$ cat config.mk
export PLATFORM = sky130hd
export DESIGN_NAME = bulls_cows_game
export DESIGN_NICKNAME = d
export VERILOG_FILES = /design/src/rtl/game_pkg.sv /design/src/rtl/bc_scorer.sv /design/src/rtl/bulls_cows_game.sv
export SDC_FILE = /design/constraint.sdc
export NUM_CORES = 1
export LEC_CHECK = 0
export CAP_MARGIN = 10
export CORE_UTILIZATION = 45
export CTS_CLUSTER_DIAMETER = 200
export DETAILED_ROUTE_END_ITERATION = 7
export GPL_TIMING_DRIVEN = 1
export PLACE_DENSITY_LB_ADDON = 0.3
export SYNTH_ARGS = -nofsm -noshare
export SYNTH_HDL_FRONTEND = slang
export SYNTH_SLANG_ARGS = --single-unit
$ cat constraint.sdc
create_clock -name clk -period 5.2 [get_ports clk]
set_input_delay 1.3 -clock clk [delete_from_list [all_inputs] [get_ports clk]]
set_output_delay 1.3 -clock clk [all_outputs]
set_load 0.05 [all_outputs]
$ cat src/rtl/game_pkg.sv
// Shared encodings for the bulls-and-cows controller: game states, glyph codes
// and the text layout of the VGA overlay.
package game_pkg;

  typedef enum logic [1:0] {
    ST_SET  = 2'b00,
    ST_PLAY = 2'b01,
    ST_WIN  = 2'b10,
    ST_LOSE = 2'b11
  } state_t;

  localparam logic [6:0] CH_NUL = 7'h00, CH_0 = 7'h30, CH_1 = 7'h31, CH_A = 7'h41,
                         CH_B = 7'h42, CH_C = 7'h43, CH_D = 7'h44, CH_E = 7'h45,
                         CH_G = 7'h47, CH_I = 7'h49, CH_M = 7'h4D, CH_N = 7'h4E,
                         CH_O = 7'h4F, CH_R = 7'h52, CH_S = 7'h53, CH_T = 7'h54,
                         CH_U = 7'h55, CH_V = 7'h56, CH_W = 7'h57, CH_Y = 7'h59,
                         CH_EXCL = 7'h21, CH_SLASH = 7'h2F;

  localparam logic [3:0] ROW_STATUS = 4'd1, ROW_GUESS = 4'd2, ROW_SCORE = 4'd3,
                         ROW_TRY = 4'd4, ROW_SECRET = 4'd5;
  localparam logic [4:0] COL_VAL = 5'd8;

  // Status strings indexed by state; spaces are blank glyphs so they stay dark.
  localparam logic [6:0] STATUS_STR [4][9] = '{
    '{CH_S, CH_E, CH_T, CH_NUL, CH_C, CH_O, CH_D, CH_E, CH_NUL},
    '{CH_G, CH_U, CH_E, CH_S, CH_S, CH_NUL, CH_NUL, CH_NUL, CH_NUL},
    '{CH_Y, CH_O, CH_U, CH_NUL, CH_W, CH_I, CH_N, CH_EXCL, CH_NUL},
    '{CH_G, CH_A, CH_M, CH_E, CH_NUL, CH_O, CH_V, CH_E, CH_R}
  };

  function automatic logic [6:0] status_char(state_t st, logic [4:0] col);
    return (col < 5'd9) ? STATUS_STR[st][col[3:0]] : CH_NUL;
  endfunction

endpackage

$ cat src/rtl/bc_scorer.sv
// Combinational bulls/cows scorer; valid flags a guess with all digits <=9
// and pairwise distinct, so the same block also vets a new secret.
module bc_scorer #(
  parameter int DIGITS = 3,
  parameter int CNT_W  = 3
) (
  input  logic [DIGITS-1:0][3:0] secret,
  input  logic [DIGITS-1:0][3:0] guess,
  output logic [CNT_W-1:0]       bulls,
  output logic [CNT_W-1:0]       cows,
  output logic                   valid
);

  always_comb begin
    bulls = '0;
    cows  = '0;
    valid = 1'b1;
    for (int i = 0; i < DIGITS; i++) begin
      if (guess[i] > 4'd9) valid = 1'b0;
      if (guess[i] == secret[i]) bulls = bulls + CNT_W'(1);
      for (int j = 0; j < DIGITS; j++) begin
        if (i != j) begin
          if (guess[i] == secret[j]) cows = cows + CNT_W'(1);
          if (guess[i] == guess[j]) valid = 1'b0;
        end
      end
    end
  end

endmodule

$ cat src/rtl/bulls_cows_game.sv
// Bulls-and-cows game controller: secret entry, guess scoring, try counting
// and a 4x-scaled text overlay fed through an external synchronous font ROM.
module bulls_cows_game import game_pkg::*; #(
  parameter int DIGITS    = 3,
  parameter int MAX_TRIES = 8,
  parameter int CNT_W     = 3
) (
  input  logic                clk,
  input  logic                reset,
  input  logic [9:0]          pix_x,
  input  logic [9:0]          pix_y,
  input  logic [4*DIGITS-1:0] guess_in,
  input  logic                guess_vld,
  output logic                guess_rdy,
  input  logic                new_game,
  output logic                err_o,
  output logic [1:0]          state_o,
  output logic [3:0]          tries_o,
  output logic [CNT_W-1:0]    bulls_o,
  output logic [CNT_W-1:0]    cows_o,
  output logic [10:0]         font_addr,
  input  logic [7:0]          font_word,
  output logic                text_on,
  output logic [2:0]          text_rgb
);

  localparam bit M_HI = (MAX_TRIES >= 10);
  localparam int M_LO = M_HI ? MAX_TRIES - 10 : MAX_TRIES;

  state_t                  state;
  logic [DIGITS-1:0][3:0]  secret, last, guess;
  logic [CNT_W-1:0]        sc_bulls, sc_cows, bulls, cows;
  logic                    sc_valid, err, hs;
  logic [3:0]              tries;

  assign guess = guess_in;

  bc_scorer #(.DIGITS(DIGITS), .CNT_W(CNT_W)) u_scorer (
    .secret(secret), .guess(guess), .bulls(sc_bulls), .cows(sc_cows), .valid(sc_valid)
  );

  assign guess_rdy = (state == ST_SET) || (state == ST_PLAY);
  assign hs        = guess_vld && guess_rdy;

  always_ff @(posedge clk) begin
    if (!reset) begin
      state  <= ST_SET;
      tries  <= '0;
      bulls  <= '0;
      cows   <= '0;
      secret <= '0;
      last   <= '0;
      err    <= 1'b0;
    end else begin
      err <= 1'b0;
      if (new_game) begin
        // secret is deliberately kept; the next SET handshake overwrites it
        state <= ST_SET;
        tries <= '0;
        bulls <= '0;
        cows  <= '0;
        last  <= '0;
      end else if (hs) begin
        if (!sc_valid) begin
          err <= 1'b1;
        end else if (state == ST_SET) begin
          secret <= guess;
          state  <= ST_PLAY;
        end else begin
          last  <= guess;
          bulls <= sc_bulls;
          cows  <= sc_cows;
          tries <= tries + 4'd1;
          if (sc_bulls == CNT_W'(DIGITS))           state <= ST_WIN;
          else if (tries + 4'd1 == 4'(MAX_TRIES))   state <= ST_LOSE;
        end
      end
    end
  end

  assign err_o   = err;
  assign state_o = state;
  assign tries_o = tries;
  assign bulls_o = bulls;
  assign cows_o  = cows;

  // Stage 0: character lookup from the current pixel
  logic [4:0] col, sl;
  logic [3:0] trow, grow, t_lo;
  logic [6:0] ch;
  logic       t_hi, active, active_d, unused_pix;
  logic [2:0] bit_d;

  assign col        = pix_x[9:5];
  assign trow       = pix_y[9:6];
  assign grow       = pix_y[5:2];
  assign unused_pix = ^{pix_x[1:0], pix_y[1:0]};

  always_comb begin
    ch   = CH_NUL;
    t_hi = (tries >= 4'd10);
    t_lo = t_hi ? tries - 4'd10 : tries;
    sl   = t_hi ? 5'd6 : 5'd5;
    case (trow)
      ROW_STATUS: ch = status_char(state, col);
      ROW_GUESS, ROW_SECRET: begin
        for (int k = 0; k < DIGITS; k++) begin
          if (col == 5'(COL_VAL + k)) begin
            if (trow == ROW_GUESS && state != ST_SET)   ch = CH_0 + 7'(last[k]);
            if (trow == ROW_SECRET && state == ST_LOSE) ch = CH_0 + 7'(secret[k]);
          end
        end
      end
      ROW_SCORE: begin
        if (col == COL_VAL)              ch = CH_0 + 7'(bulls);
        else if (col == COL_VAL + 5'd1)  ch = CH_A;
        else if (col == COL_VAL + 5'd3)  ch = CH_0 + 7'(cows);
        else if (col == COL_VAL + 5'd4)  ch = CH_B;
      end
      ROW_TRY: begin
        // "TRY t/m": the slash moves right when tries needs two digits
        if (col == 5'd0)                     ch = CH_T;
        else if (col == 5'd1)                ch = CH_R;
        else if (col == 5'd2)                ch = CH_Y;
        else if (col == 5'd4)                ch = t_hi ? CH_1 : CH_0 + 7'(tries);
        else if (col == 5'd5 && t_hi)        ch = CH_0 + 7'(t_lo);
        else if (col == sl)                  ch = CH_SLASH;
        else if (col == sl + 5'd1)           ch = M_HI ? CH_1 : CH_0 + 7'(M_LO);
        else if (col == sl + 5'd2 && M_HI)   ch = CH_0 + 7'(M_LO);
      end
      default: ;
    endcase
    active = (ch != CH_NUL);
  end

  assign font_addr = active ? {ch, grow} : 11'd0;

  // Stage 1: align with the ROM's one-cycle read latency
  always_ff @(posedge clk) begin
    if (!reset) begin
      active_d <= 1'b0;
      bit_d    <= '0;
    end else begin
      active_d <= active;
      bit_d    <= pix_x[4:2];
    end
  end

  assign text_on  = active_d;
  assign text_rgb = (active_d && font_word[~bit_d]) ? 3'b000 : 3'b111;

endmodule

==> metrics list <==
* FMAX: ~0.20 GHz
- Final Instance Count excl. Fillers: about 660
- Once layout is done, the placed cells without fillers occupy between 0.005 and 0.006 sq mm.
* Leakage power of the design: slightly above 2 nW
- Data required time of the worst path: 3.90 ns
- Routability Congestion: just under 1
* Most common flop cell mapped by yosys: dfxtp_1
- The signal on the critical path passes through clkdlybuf4s50_1 > or4b_4 > buf_4 > or2_2 > a211o_1 > o2111ai_2 > nor4_2 > buf_4 > a31oi_1 > buf_4.
- Proportion of synthesized flip-flops having asynchronous set or reset: 0%
- Cell with the biggest individual delay on the critical path: or4b_4
* Post-route DRC violation count: 0
* Post-synth top area share: 20.5%
- Clock period minus final worst setup slack: about 5 ns
- Kind of end point of the critical path: output pin
- Once placement finished, the instance area stood at between 0.004 and 0.005 sq mm.
- Count of H-tree levels built during CTS: 2
- Synthesis inferred between 40 and 50 register bits.
* IR Drop Worst-Case VDD: ~200 uV
- The layout has about 800 filler cells.
* Start point of the critical path: pix_y[7]
- Remaining antenna violation count after routing: 0
- Counting cells, the worst reg-to-reg path comes to 13.
* Die width: a little under 100 um
- First-pass detailed-route iteration total: 4
* Initial DRC count: ~200
* Pins over their slew limit: 0
- The total overflow left after global routing is 0.
- The min-delay analysis places its worst path in the category reg2reg.
- Number of buffers and inverters on the critical path: 4
- Total Wirelength: between 10 and 15 mm
- Wire length per cell: approximately 17 um
- TritonCTS Sinks: 41
- Max-Slew Margin vs Limit: between 30% and 40%
- Initial antenna violation count: 0
- DIE HEIGHT: between 90 and 100 um
- Yosys mapped a number of flops with a built-in enable equal to 0.
- Part of the Yosys area used for sequential elements: 20.5%
* Capture instance of the worst register-to-register path: cows_o[2]
* Number of global-route vias before repair: about 3500
* Number of gates on the worst path with buffers counted: 10
- For this run, the number of Yosys warnings is 0.
* Cell Rows: 34
* Initial core utilization: a little under half
- For this run, the slowest stage of the critical path takes approximately 0.57 ns.
* Number of nets in the finished design: 615
* Cell type with the largest total area after synthesis: dfxtp_1
- Clock latency on the worst-skew pair, taken at its later pin, is slightly below 0.3 ns.
- Once placement completed, the tool counted placed cells totaling around 650.
- The first global-routing pass estimated ~18 mm of wire.
* Worst endpoint data arrival time: roughly 3.8 ns
* Relative area change from synthesis to final layout: 27.9%
- The post-route netlist has 19.0% of its cells at a drive strength greater than 1.
- I/O pin count: 73
- End point of the critical path: font_addr[0]
- Antenna Diode Count: 0
- Global router's overall resource usage: ~26%
- By area the synthesized netlist is led by dfxtp_1 (21%), mux2i_1 (8.8%), xor2_1 (6.1%), xnor2_1 (5.9%), ha_1 (5.6%).
- The HPWL after detailed placement is a little under 9 mm.
- At the pin with the least slew margin, the transition time is between 0.9 and 1 ns.
- STA classifies the critical path startpoint as an input port.
- Core ar.: 0.00868 sq mm
* Number of unique standard cell types used by synthesis: 76
- The average instance in the mapped netlist occupies 8.26 sq um.
* Total power per unit cell area: 157 mW/mm^2
* Cell area after synthesis: around 0.004 sq mm
* Number of clock buffers inserted by TritonCTS: 5
* Most used cell along the critical path: buf_4
- Buffer depth of the longest clock path: 2
- The run finished with clean final reports.
- Final hold violation count: 0
- The root buffer cell chosen for the clock tree is clkbuf_8.
- Among cell families on the critical path, the largest total delay comes from buffers and inverters.
- In the finished design, the share of the clock period the worst path needs comes to just under 100%.
- Buffers added on ports: a little under 70
- Clock-pin slew of the registers on the worst-case setup and hold paths: approximately 0.080 ns
* Area of the die: roughly 0.009 sq mm
- By startpoint and endpoint, the worst setup path is classified as in2out.
* Vias per Instance: just under 6
* Final setup violation count: 0
- Setup clock skew after layout: roughly 0.0036 ns
- Peak fanout along the critical path: 5
* Setup slack of the worst register-to-register path: around 1.9 ns
- Synthesis produced 484 cells.
- TritonCTS built the clock tree.
* Beginning of the worst register-to-register path: secret[5]
- Synthesis produced a netlist with a net count of ~550.
- The tool flagged a number of max-cap violations equal to 0.
- The routed layout has about 3900 vias.
- By count the netlist is led by nor2_1 (49), dfxtp_1 (41), mux2i_1 (35), nand2_1 (28), xor2_1 (28).
* Largest net degree at the start of global routing: 34
- In the post-synthesis netlist, the cell with the most instances is nor2_1.
cell usage in the layout (no fill, tap or decap), types with 7 or more instances in the layout:
master	synthesis	routed
nor3_1	7	7
o21ai_0	12	12
clkdlybuf4s50_1	0	57
dfxtp_1	41	41
buf_4	14	43
a21oi_1	14	13
xor2_1	28	28
xnor2_1	27	27
nand2_1	28	28
a211oi_1	17	12
mux2i_1	35	33
and3_1	7	7
nand4_1	10	10
nor2b_1	10	8
ha_1	18	18
nor2_1	49	49
or2_2	9	8
inv_1	20	20
layout make-up:
cell class                 count  area [sq um]  share of cell area (%)
clock inverter                 1          30.0                   0.587
tap                          108           135                    2.64
multi-input combinational    378          2950                    57.7
sequential                    41           821                    16.0
timing repair buffer         107          1020                    19.9
clock buffer                   7          86.3                    1.69
inverter                      20          75.1                    1.47
worst min-delay path by stage:
stage	startpoint	to	slack, ns	depth (start not counted)
floorplan	last[6]	last[6]	0.45	2
global placement	last[10]	last[10]	0.47	2
detailed placement	last[6]	last[6]	0.49	2
CTS	bulls_o[2]	bulls_o[2]	0.51	2
global route	last[7]	last[7]	0.54	2
finish	bulls_o[2]	bulls_o[2]	0.51	2
cells by family (layout without fill, tap and decap cells):
logic type | Yosys count | in the layout | share of synthesized area [%]
compound gates | 89 | 89 | 16.7
xor+xnor | 58 | 58 | 13.4
fa+ha+maj | 18 | 18 | 5.63
buf+inv | 65 | 135 | 8.20
flops | 41 | 41 | 20.5
mux | 42 | 42 | 11.3
simple gates | 171 | 171 | 24.2
metrics by stage:
step	hold WS, ns	setup slack (ns)	setup TNS [ns]	util (%)	total power, mW
6_report	0.509	0.114	0	59.0	0.801
5_1_grt	0.537	-0.0102	-0.0102	59.0	0.835
4_1_cts	0.508	0.00761	0	57.2	0.799
3_5_place_dp	0.490	0.0110	0	55.8	0.537
3_3_place_gp	0.473	0.0674	0	55.8	0.533
2_1_floorplan	0.452	0.135	0	-	0.464
where the power goes:
part           switching [mW]  total (mW)  internal (mW)
combinational           0.113       0.211         0.0986
clock                   0.109       0.265          0.157
sequential            0.00675       0.325          0.318
total                   0.228       0.801          0.573
routing by layer:
layer	vias to the layer above	routed length, um	global-route usage (%)
li1	1853	-	-
met1	1825	5140	34.8
met2	148	5410	41.6
met3	25	814	5.29
met4	0	215	5.85
met5	-	0	0
worst min-delay path, delay by kind of cell (launching register included):
| family | cells | cell delay, ns |
|---|---|---|
| DFF | 1 | 0.35 |
| and+or+nand+nor | 1 | 0.07 |
| AOI/OAI and AO/OA | 1 | 0.05 |
registers in the layout (all words and copies together), names as in the netlist:
name / cells
secret: 12
bulls_o: 3
text_on: 1
err_o: 1
tries_o: 4
bit_d: 3
state_o: 2
cows_o: 3
last: 12
timing repair:
item / in CTS / in global routing
buffers inserted: 0 / 6
hold buffers: 0 / 0
resized for setup: 0 / 23
endpoints found under the setup margin: 0 / 5
Power figures use the tool's default switching activity.
